### config.mk
export PLATFORM = sky130hd
export DESIGN_NAME = ip_rx_cr_sched
export DESIGN_NICKNAME = d
export VERILOG_FILES = /design/src/rtl/ip_rx_cr_pkg.sv /design/src/rtl/ip_rx_cr_acc.sv /design/src/rtl/ip_rx_cr_sched.sv
export SDC_FILE = /design/constraint.sdc
export NUM_CORES = 1
export LEC_CHECK = 0
export ABC_CLOCK_PERIOD_IN_PS = 11350
export CAP_MARGIN = 20
export CORE_AREA = 5 5 116 118
export CTS_CLUSTER_DIAMETER = 80
export CTS_CLUSTER_SIZE = 20
export DETAILED_ROUTE_END_ITERATION = 16
export DIE_AREA = 0 0 121 123
export PLACE_DENSITY_LB_ADDON = 0.12
export SYNTH_ARGS = -nofsm -noshare
export SYNTH_HDL_FRONTEND = slang
export SYNTH_SLANG_ARGS = --single-unit
### constraint.sdc
create_clock -name clk -period 11.35 [get_ports clk]
set_input_delay 3.405 -clock clk [delete_from_list [all_inputs] [get_ports clk]]
set_output_delay 3.405 -clock clk [all_outputs]
set_load 0.02 [all_outputs]
### src/rtl/ip_rx_cr_pkg.sv
// rtl/ip_rx_cr_pkg.sv - shared types and constants for the RX credit-return scheduler
package ip_rx_cr_pkg;

    typedef enum logic [1:0] {
        IDLE  = 2'd0,
        ACCUM = 2'd1,
        ISSUE = 2'd2
    } pd_state_t;

    localparam int PH      = 0;
    localparam int PD      = 1;
    localparam int NPH     = 2;
    localparam int NPD     = 3;
    localparam int N_TYPES = 4;

endpackage

### src/rtl/ip_rx_cr_acc.sv
// rtl/ip_rx_cr_acc.sv - saturating pending-credit counter with sticky overflow
module ip_rx_cr_acc
    import ip_rx_cr_pkg::*;
#(
    parameter int CNT_W = 12,
    parameter int ADD_W = 2
) (
    input  logic             clk,
    input  logic             rstn,
    input  logic [ADD_W-1:0] add,
    input  logic [ADD_W-1:0] sub,
    output logic [CNT_W-1:0] cnt,
    output logic [CNT_W-1:0] cnt_next,
    output logic             ovf
);

    // Wide enough that the raw add never wraps before the clamp test.
    localparam int SUM_W = ((CNT_W > ADD_W) ? CNT_W : ADD_W) + 1;

    logic [SUM_W-1:0] sum;
    logic [SUM_W-1:0] max_v;
    logic             sat;

    assign max_v = SUM_W'({CNT_W{1'b1}});

    // Adds and the issued amount apply together; sub never exceeds cnt.
    always_comb begin
        sum      = SUM_W'(cnt) + SUM_W'(add) - SUM_W'(sub);
        sat      = 1'b0;
        cnt_next = sum[CNT_W-1:0];
        if (sum > max_v) begin
            sat      = 1'b1;
            cnt_next = {CNT_W{1'b1}};
        end
    end

    // Counter register; overflow is sticky until reset.
    always_ff @(posedge clk or negedge rstn) begin
        if (!rstn) begin
            cnt <= '0;
            ovf <= 1'b0;
        end else begin
            cnt <= cnt_next;
            if (sat) begin
                ovf <= 1'b1;
            end
        end
    end

endmodule

### src/rtl/ip_rx_cr_sched.sv
// rtl/ip_rx_cr_sched.sv - merges two requesters' credit releases and returns them to the core
module ip_rx_cr_sched
    import ip_rx_cr_pkg::*;
#(
    parameter int CNT_W     = 12,
    parameter int PD_BURST  = 8,
    parameter int FLUSH_CYC = 16
) (
    input  logic       clk,
    input  logic       rstn,
    input  logic       r0_ph,
    input  logic       r0_nph,
    input  logic       r0_npd,
    input  logic       r0_pd,
    input  logic [7:0] r0_pd_num,
    input  logic       r1_ph,
    input  logic       r1_nph,
    input  logic       r1_npd,
    input  logic       r1_pd,
    input  logic [7:0] r1_pd_num,
    input  logic       cr_en,
    output logic       ph_cr,
    output logic       nph_cr,
    output logic       npd_cr,
    output logic       pd_cr,
    output logic [7:0] pd_num,
    output logic       overflow,
    output logic       pend_empty
);

    localparam int TMR_W = $clog2(FLUSH_CYC + 1);

    logic [CNT_W-1:0]   ph_cnt, nph_cnt, npd_cnt, pd_cnt;
    logic [CNT_W-1:0]   ph_next, nph_next, npd_next, pd_next;
    logic [N_TYPES-1:0] ovf;
    logic               ph_iss, nph_iss, npd_iss;
    logic [7:0]         pd_iss;
    logic [8:0]         pd_add;
    pd_state_t          state, state_next;
    logic [TMR_W-1:0]   timer, timer_next;

    assign ph_iss  = cr_en && (ph_cnt != '0);
    assign nph_iss = cr_en && (nph_cnt != '0);
    assign npd_iss = cr_en && (npd_cnt != '0);
    assign pd_add  = {1'b0, (r0_pd ? r0_pd_num : 8'd0)} + {1'b0, (r1_pd ? r1_pd_num : 8'd0)};

    ip_rx_cr_acc #(.CNT_W(CNT_W), .ADD_W(2)) u_ph (
        .clk(clk), .rstn(rstn), .add({1'b0, r0_ph} + {1'b0, r1_ph}), .sub({1'b0, ph_iss}),
        .cnt(ph_cnt), .cnt_next(ph_next), .ovf(ovf[PH])
    );
    ip_rx_cr_acc #(.CNT_W(CNT_W), .ADD_W(2)) u_nph (
        .clk(clk), .rstn(rstn), .add({1'b0, r0_nph} + {1'b0, r1_nph}), .sub({1'b0, nph_iss}),
        .cnt(nph_cnt), .cnt_next(nph_next), .ovf(ovf[NPH])
    );
    ip_rx_cr_acc #(.CNT_W(CNT_W), .ADD_W(2)) u_npd (
        .clk(clk), .rstn(rstn), .add({1'b0, r0_npd} + {1'b0, r1_npd}), .sub({1'b0, npd_iss}),
        .cnt(npd_cnt), .cnt_next(npd_next), .ovf(ovf[NPD])
    );
    ip_rx_cr_acc #(.CNT_W(CNT_W), .ADD_W(9)) u_pd (
        .clk(clk), .rstn(rstn), .add(pd_add), .sub({1'b0, pd_iss}),
        .cnt(pd_cnt), .cnt_next(pd_next), .ovf(ovf[PD])
    );

    assign overflow = |ovf;

    // Posted-data burst size: up to PD_BURST credits, only while issuing and enabled.
    always_comb begin
        pd_iss = 8'd0;
        if (state == ISSUE && cr_en) begin
            pd_iss = (int'(pd_cnt) >= PD_BURST) ? 8'(PD_BURST) : 8'(pd_cnt);
        end
    end

    // Posted-data FSM next state, decided from the post-update pending count.
    always_comb begin
        state_next = state;
        timer_next = timer;
        case (state)
            IDLE: begin
                if (int'(pd_next) >= PD_BURST) begin
                    state_next = ISSUE;
                end else if (pd_next != '0) begin
                    state_next = ACCUM;
                    timer_next = '0;
                end
            end
            ACCUM: begin
                // The flush timeout only releases the batch while returns are enabled.
                if (int'(pd_next) >= PD_BURST || (int'(timer) == FLUSH_CYC - 1 && cr_en)) begin
                    state_next = ISSUE;
                end else if (int'(timer) < FLUSH_CYC - 1) begin
                    timer_next = timer + TMR_W'(1);
                end
            end
            ISSUE: begin
                if (cr_en) begin
                    if (pd_next == '0) begin
                        state_next = IDLE;
                    end else if (int'(pd_next) >= PD_BURST) begin
                        state_next = ISSUE;
                    end else begin
                        state_next = ACCUM;
                        timer_next = '0;
                    end
                end
            end
            default: state_next = IDLE;
        endcase
    end

    // FSM, timer and registered return pulses.
    always_ff @(posedge clk or negedge rstn) begin
        if (!rstn) begin
            state      <= IDLE;
            timer      <= '0;
            ph_cr      <= 1'b0;
            nph_cr     <= 1'b0;
            npd_cr     <= 1'b0;
            pd_cr      <= 1'b0;
            pd_num     <= 8'd0;
            pend_empty <= 1'b1;
        end else begin
            state      <= state_next;
            timer      <= timer_next;
            ph_cr      <= ph_iss;
            nph_cr     <= nph_iss;
            npd_cr     <= npd_iss;
            pd_cr      <= (pd_iss != 8'd0);
            pd_num     <= pd_iss;
            pend_empty <= (ph_next == '0) && (nph_next == '0) && (npd_next == '0) && (pd_next == '0);
        end
    end

endmodule

# == Word level (Yosys, flattened, before mapping) ==
# Cells that the tools add are included.
# totals
ff_bits,72
input_bits,27
out_inout_bits,14
# op_classes
addsub,13
n_lt_le_gt_ge,7
n_eq_ne,12
muxes,27
reduce_logical,23
# ops
operator,count
$gt 13x12->1 const B,4
$logic_not 12->1,4
$mux 12,4
$reduce_bool 12->1,4
$add 12x2->13,3
$sub 13x1->13,3
$mux 5,7
$mux 8,4
$ge 12x4->1 const B,2
$ne 2x2->1 const B,8
$pmux 5 s3,1
$add 12x9->13,1
$sub 13x8->13,1
$mux 2,6
$add 8x8->9,1
$logic_and 1x1->1,8
$reduce_and 8->1,1
$reduce_bool 8->1,1
$add 1x1->2,3
$pmux 2 s3,1
$add 5x1->5 const B,1
$eq 5x5->1 const B,1
$lt 5x4->1 const B,1
$mux 1,4
other kinds (8),8

# == Depth between registers and ports, before layout ==
# logic_depth
word_depth,11
depth_mapped,23

# == Hierarchy ==
# Synthesis repeated with hierarchy kept, for this count alone.
# hier_totals
hier_cells,687
area_unflattened_um2,6185.9
# modules_own_cells
module,n_inst,cells_per_inst,area_each_um2,seq_area_each_um2
ip_rx_cr_acc at u_nph ...,2,132,1159.9,325.3
ip_rx_cr_sched,1,160,1505.2,501.7
ip_rx_cr_acc at u_pd,1,146,1281.2,325.3
ip_rx_cr_acc at u_npd,1,117,1079.8,325.3

# == Worst setup path before layout ==
# No wires, ideal clock.
# synth_path
path_type,input port to flip-flop
from,input cr_en
to,register timer[3]
setup_ns,0.125
arrival_time_ns,7.487
t_required_ns,11.225
setup_slack_ns,3.739
cell_stages,17
path_cell_list,nand2_1 > nor3_1 > nand2_1 > fa_1 > fa_1 > ha_1 > inv_1 > fa_1 > nor2b_1 > o21ai_1 > o21ai_2 > a311oi_1 > or4_1 > or4_4 > or2_1 > nand2_1 > o31ai_1
# synth_via
elab_chain_cells,9
elab_cells_between_ends,17
# synth_rtl
element,line_no,source
"start, declared",ip_rx_cr_sched.sv:21,"input logic cr_en,"
$logic_and 1x1->1,ip_rx_cr_sched.sv:69,if (state == ISSUE && cr_en) begin
$mux 8,ip_rx_cr_sched.sv:69,
$sub 13x8->13,ip_rx_cr_acc.sv:28,sum = SUM_W'(cnt) + SUM_W'(add) - SUM_W'(sub);
$gt 13x12->1,ip_rx_cr_acc.sv:31,if (sum > max_v) begin
$mux 12,ip_rx_cr_acc.sv:31,
$ge 12x4->1,"ip_rx_cr_sched.sv:80, ip_rx_cr_sched.sv:89, ip_rx_cr_sched.sv:99",
$logic_or 1x1->1,ip_rx_cr_sched.sv:89,if (int'(pd_next) >= PD_BURST || (int'(timer) == FLUSH_CYC - 1 && cr_en)) begin
$ne 2x2->1 (no line),-,
$reduce_and 8->1 (no line) (*),-,
"end signal, assigned",ip_rx_cr_sched.sv:124,timer <= timer_next;
"end, declared",ip_rx_cr_sched.sv:40,"logic [TMR_W-1:0] timer, timer_next;"
# Mark *: on every way between the ends. The rest lies on a longest branch, timed or not.
# A chain may end at the register's enable or synchronous reset.

# == Worst setup path in the final report ==
# layout_path
from,input cr_en
to,register timer[2]
# Same word-level chain as after synthesis.

==> flow_results.org <==
** Layout
- 0 antenna diodes ended up in the layout.
- Fill cell instance count of the final layout :: 1146
- Fraction of layout cells with a size suffix above 1 :: 6.26%
- In the final design database the tool counted 787 nets.
- Number of cells in the finished layout apart from fillers :: 843
- For this run, the share of the core covered by cells in the final layout is 52.8%.
- Synthesis-to-layout area growth :: 16.2%

** Status
- The run finished with clean final reports.

** Clock network
- Once the clock tree was built, the setup fixing pass inserted 0 buffers.
- H-tree levels :: 3
- Post-CTS Hold Buffers :: 0
- Num Clock Sinks :: 72
- Clk root buf :: sky130_fd_sc_hd__clkbuf_16
- Clock-pin slew was measured on the worst setup and hold paths at 0.06 ns.
- Buffer levels on the longest clock path :: 2
- Clock latency on the worst-skew pair, taken at its later pin, is 0.34 ns.
- TritonCTS clock tree :: built
- Post-cts repair resize count :: 0
- TritonCTS Buffers :: 9

** Routing
- The count of nets left with antenna violations once routing finished came out at 0.
- The first detailed-routing pass ran for 4 iterations.
- In the routed design, unresolved DRC markers number 0.
- Post-detailed-route wirelength per cell :: 14.6 µm
- Dividing the detail-routed via count by the number of cells gives 5.06.
- Aggregate routed wire length :: 12300 µm
- Total number of vias :: 4263
- Number of DRC markers in iteration 0 :: 247

** Global route
- The via count of the first global-routing pass came to 4556.
- Total grt overflow :: 0
- Entering global routing, the biggest net connects 73 pins.
- First-pass GRT wire length :: 21100 µm
- The initial antenna violation count is 0.
- Global routing used 17.9% of the available tracks.

** Worst setup path
- Longest individual stage delay on the worst path :: 0.59 ns
- Kind of start point of the critical path :: input port
- Setup slack of the worst register-to-register path :: 5.48 ns
- CP required :: 11.57 ns
- Startpoint-to-endpoint class of the critical path :: in2reg
- Cell count of the worst reg-to-reg path :: 22
- The worst setup path is captured at a flip-flop.
- On the critical path, the stage with the largest delay is an instance of sky130_fd_sc_hd__nor3_1.
- Data arrival at the endpoint of the critical path :: 8.79 ns
- The worst register-to-register path begins at u_pd.cnt[7].
- Ordered cell list for the critical path :: clkdlybuf4s50_1 -> nand2_1 -> nor3_1 -> nand2_1 -> fa_1 -> fa_1 -> ha_1 -> inv_1 -> fa_1 -> nor2b_1 -> o21ai_1 -> o21ai_2 -> a311oi_1 -> or4_1 -> nor4_1 -> nand2_1 -> o21ai_0 -> o21ai_0
- The endpoint identified for the worst register-to-register timing path is timer[2].
- Crit path max fanout :: 6

** Floorplan
- Core Area :: 12400 µm²
- The die is 123 µm tall.
- Row cnt :: 41
- For this configuration, the core starts out at a cell density of 45.5%.
- The die covers 14900 µm².
- Width of the die :: 121 µm
- Ports placed on the boundary :: 41

** STA
- Setup repair after global routing left no endpoint under its margin.
- The worst path uses 75.5% of the clock period.
- Headroom to the max-slew limit :: 38.1%
- Clock period minus worst slack :: 8.57 ns
- Pin slew with the least headroom to its limit :: 0.929 ns
- Maximum operating frequency :: 0.117 GHz
- Total Neg Setup Slack :: 0 ns
- Setup slack of the critical path after layout :: 2.78 ns
- Final-report max-slew violation count :: 0
- For the final database, setup skew stands at 0.00720 ns.
- Setup violations remaining at the end of the flow were counted as 0.
- Hold violation count in the final report :: 0

** Place
- Including well taps, the total number of placed cells is 825.
- Prior to clock tree synthesis, the placed netlist has a worst setup slack of 2.37 ns.
- Summed over all nets, the half-perimeter wirelength after detailed placement is 9630 µm.
- During placement, the flow inserted port buffers numbering 40.
- Routability-driven placement finished with a final weighted congestion of 0.869.

** Synthesis
- Counting distinct cell types in the post-synthesis netlist gives 61.
- After synthesis, the share of flip-flops with an asynchronous set or reset is 100%.
- After synthesis, flip-flops and latches occupy 32.1% of the total area.
- sky130_fd_sc_hd__dfrtp_1 takes more of the synthesized area than any other cell.
- Area share of the largest cell type after synthesis :: 31.6%
- Synthesis inferred 72 register bits.
- Yosys attributes the largest share of cell area to sky130_fd_sc_hd__dfrtp_1 (32%), sky130_fd_sc_hd__ha_1 (16%), sky130_fd_sc_hd__fa_1 (7.8%), sky130_fd_sc_hd__inv_1 (6.6%), sky130_fd_sc_hd__nand2_1 (4.5%).
- Synthesized instance count :: 615
- Yosys Warn Count :: 0
- In the synthesized netlist, the cells that appear most often are sky130_fd_sc_hd__inv_1 (99), sky130_fd_sc_hd__ha_1 (72), sky130_fd_sc_hd__dfrtp_1 (71), sky130_fd_sc_hd__nand2_1 (67), sky130_fd_sc_hd__nor2_1 (43).
- Yosys mapped a number of flops with a built-in enable equal to 0.
- Each instance of the synthesized netlist takes up on average 9.14 µm².
- Most repeated cell in the gate-level netlist after synthesis :: sky130_fd_sc_hd__inv_1
- Net Count, Synth :: 736
- Top flip-flop cell by instance count after synthesis :: sky130_fd_sc_hd__dfrtp_1
- Netlist area before placement :: 5620 µm²

** Min path
- Number of cells on the worst hold path :: 1
- Hold worst-path end :: u_nph.ovf
- Classification of the worst-slack hold path :: reg2reg
- The worst hold path begins at u_nph.ovf.

** Flow run
- Max-cap violation count :: 0
-- flip-flops by register name, indices dropped and copies added, names as in the netlist, 2 cells and up --
signal	flops
u_pd.cnt	12
u_nph.cnt	12
u_npd.cnt	12
state	2
pd_num	8
timer	5
u_ph.cnt	12
-- kinds of logic (layout without fill, tap and decap cells) --
| family | Yosys count | count (layout) | share of synthesized area (%) |
|---|---|---|---|
| AOI/OAI and AO/OA | 90 | 90 | 11.4 |
| xor gates and xnor gates | 39 | 39 | 6.08 |
| adders and majority gates | 94 | 94 | 23.9 |
| buffers and inverters | 103 | 159 | 6.88 |
| DFF | 72 | 72 | 32.1 |
| muxes | 2 | 2 | 0.356 |
| and+or+nand+nor | 215 | 215 | 19.3 |
-- critical path: cells and delay by family --
| family | cells | cell delay [ns] |
|---|---|---|
| buffers and inverters | 2 | 0.61 |
| AND/OR/NAND/NOR | 7 | 2.37 |
| adder cells (fa/ha/maj) | 4 | 1.66 |
| AO/OA/AOI/OAI | 5 | 0.74 |
-- worst max-delay path by stage --
stage	startpoint	endpoint	slack, ns
finish	cr_en	timer[2]	2.78
global route	cr_en	timer[2]	2.33
CTS	cr_en	timer[2]	2.74
detailed placement	cr_en	timer[2]	2.37
global placement	cr_en	timer[2]	2.58
floorplan	cr_en	timer[3]	3.74
-- placed cells by master (no fill, tap or decap), types with 5 or more instances in the layout --
cell type / n
sky130_fd_sc_hd__or3_1: 6
sky130_fd_sc_hd__nand2_1: 67
sky130_fd_sc_hd__fa_1: 22
sky130_fd_sc_hd__o21ai_0: 15
sky130_fd_sc_hd__clkbuf_16: 9
sky130_fd_sc_hd__clkdlybuf4s50_1: 39
sky130_fd_sc_hd__ha_1: 72
sky130_fd_sc_hd__or2_2: 9
sky130_fd_sc_hd__nor2_1: 43
sky130_fd_sc_hd__inv_1: 99
sky130_fd_sc_hd__a21o_1: 5
sky130_fd_sc_hd__o21bai_1: 7
sky130_fd_sc_hd__a21oi_1: 22
sky130_fd_sc_hd__nand4_1: 7
sky130_fd_sc_hd__dfrtp_1: 71
sky130_fd_sc_hd__nand3_1: 8
sky130_fd_sc_hd__nor4_1: 5
sky130_fd_sc_hd__xnor2_1: 25
sky130_fd_sc_hd__xor2_1: 14
sky130_fd_sc_hd__nand2b_1: 17
sky130_fd_sc_hd__and2_1: 16
sky130_fd_sc_hd__nor2b_1: 12
sky130_fd_sc_hd__nor3_1: 7
-- routing by layer --
| layer | vias to the layer above | track usage [%] | wire length [µm] |
|---|---|---|---|
| li1 | 2141 | - | - |
| met1 | 2031 | 22.0 | 5540 |
| met2 | 64 | 30.6 | 5980 |
| met3 | 27 | 4.76 | 429 |
| met4 | 0 | 6.52 | 334 |
| met5 | - | 0 | 0 |
-- through the flow --
| stage | instance area, µm² | hold slack, ns |
|---|---|---|
| floorplan | 5620 | 0.425 |
| CTS | 6520 | 0.462 |
| finish | 6530 | 0.457 |
| global placement | 6230 | 0.443 |
| detailed placement | 6230 | 0.447 |
| global route | 6530 | 0.484 |
-- final cells by class --
cell class                 count  area [µm²]  area share (%)
clock buffer                   9         225            3.45
clock inverter                 7        61.3           0.939
tap                          172         215            3.30
multi-input combinational    440        3430            52.5
sequential                    72        1800            27.6
inverter                     100         375            5.75
timing repair buffer          43         420            6.44
Power is left out: the tool's default activity adds up to more than one toggle a clock period on the data nets, which glitch-free logic cannot reach.
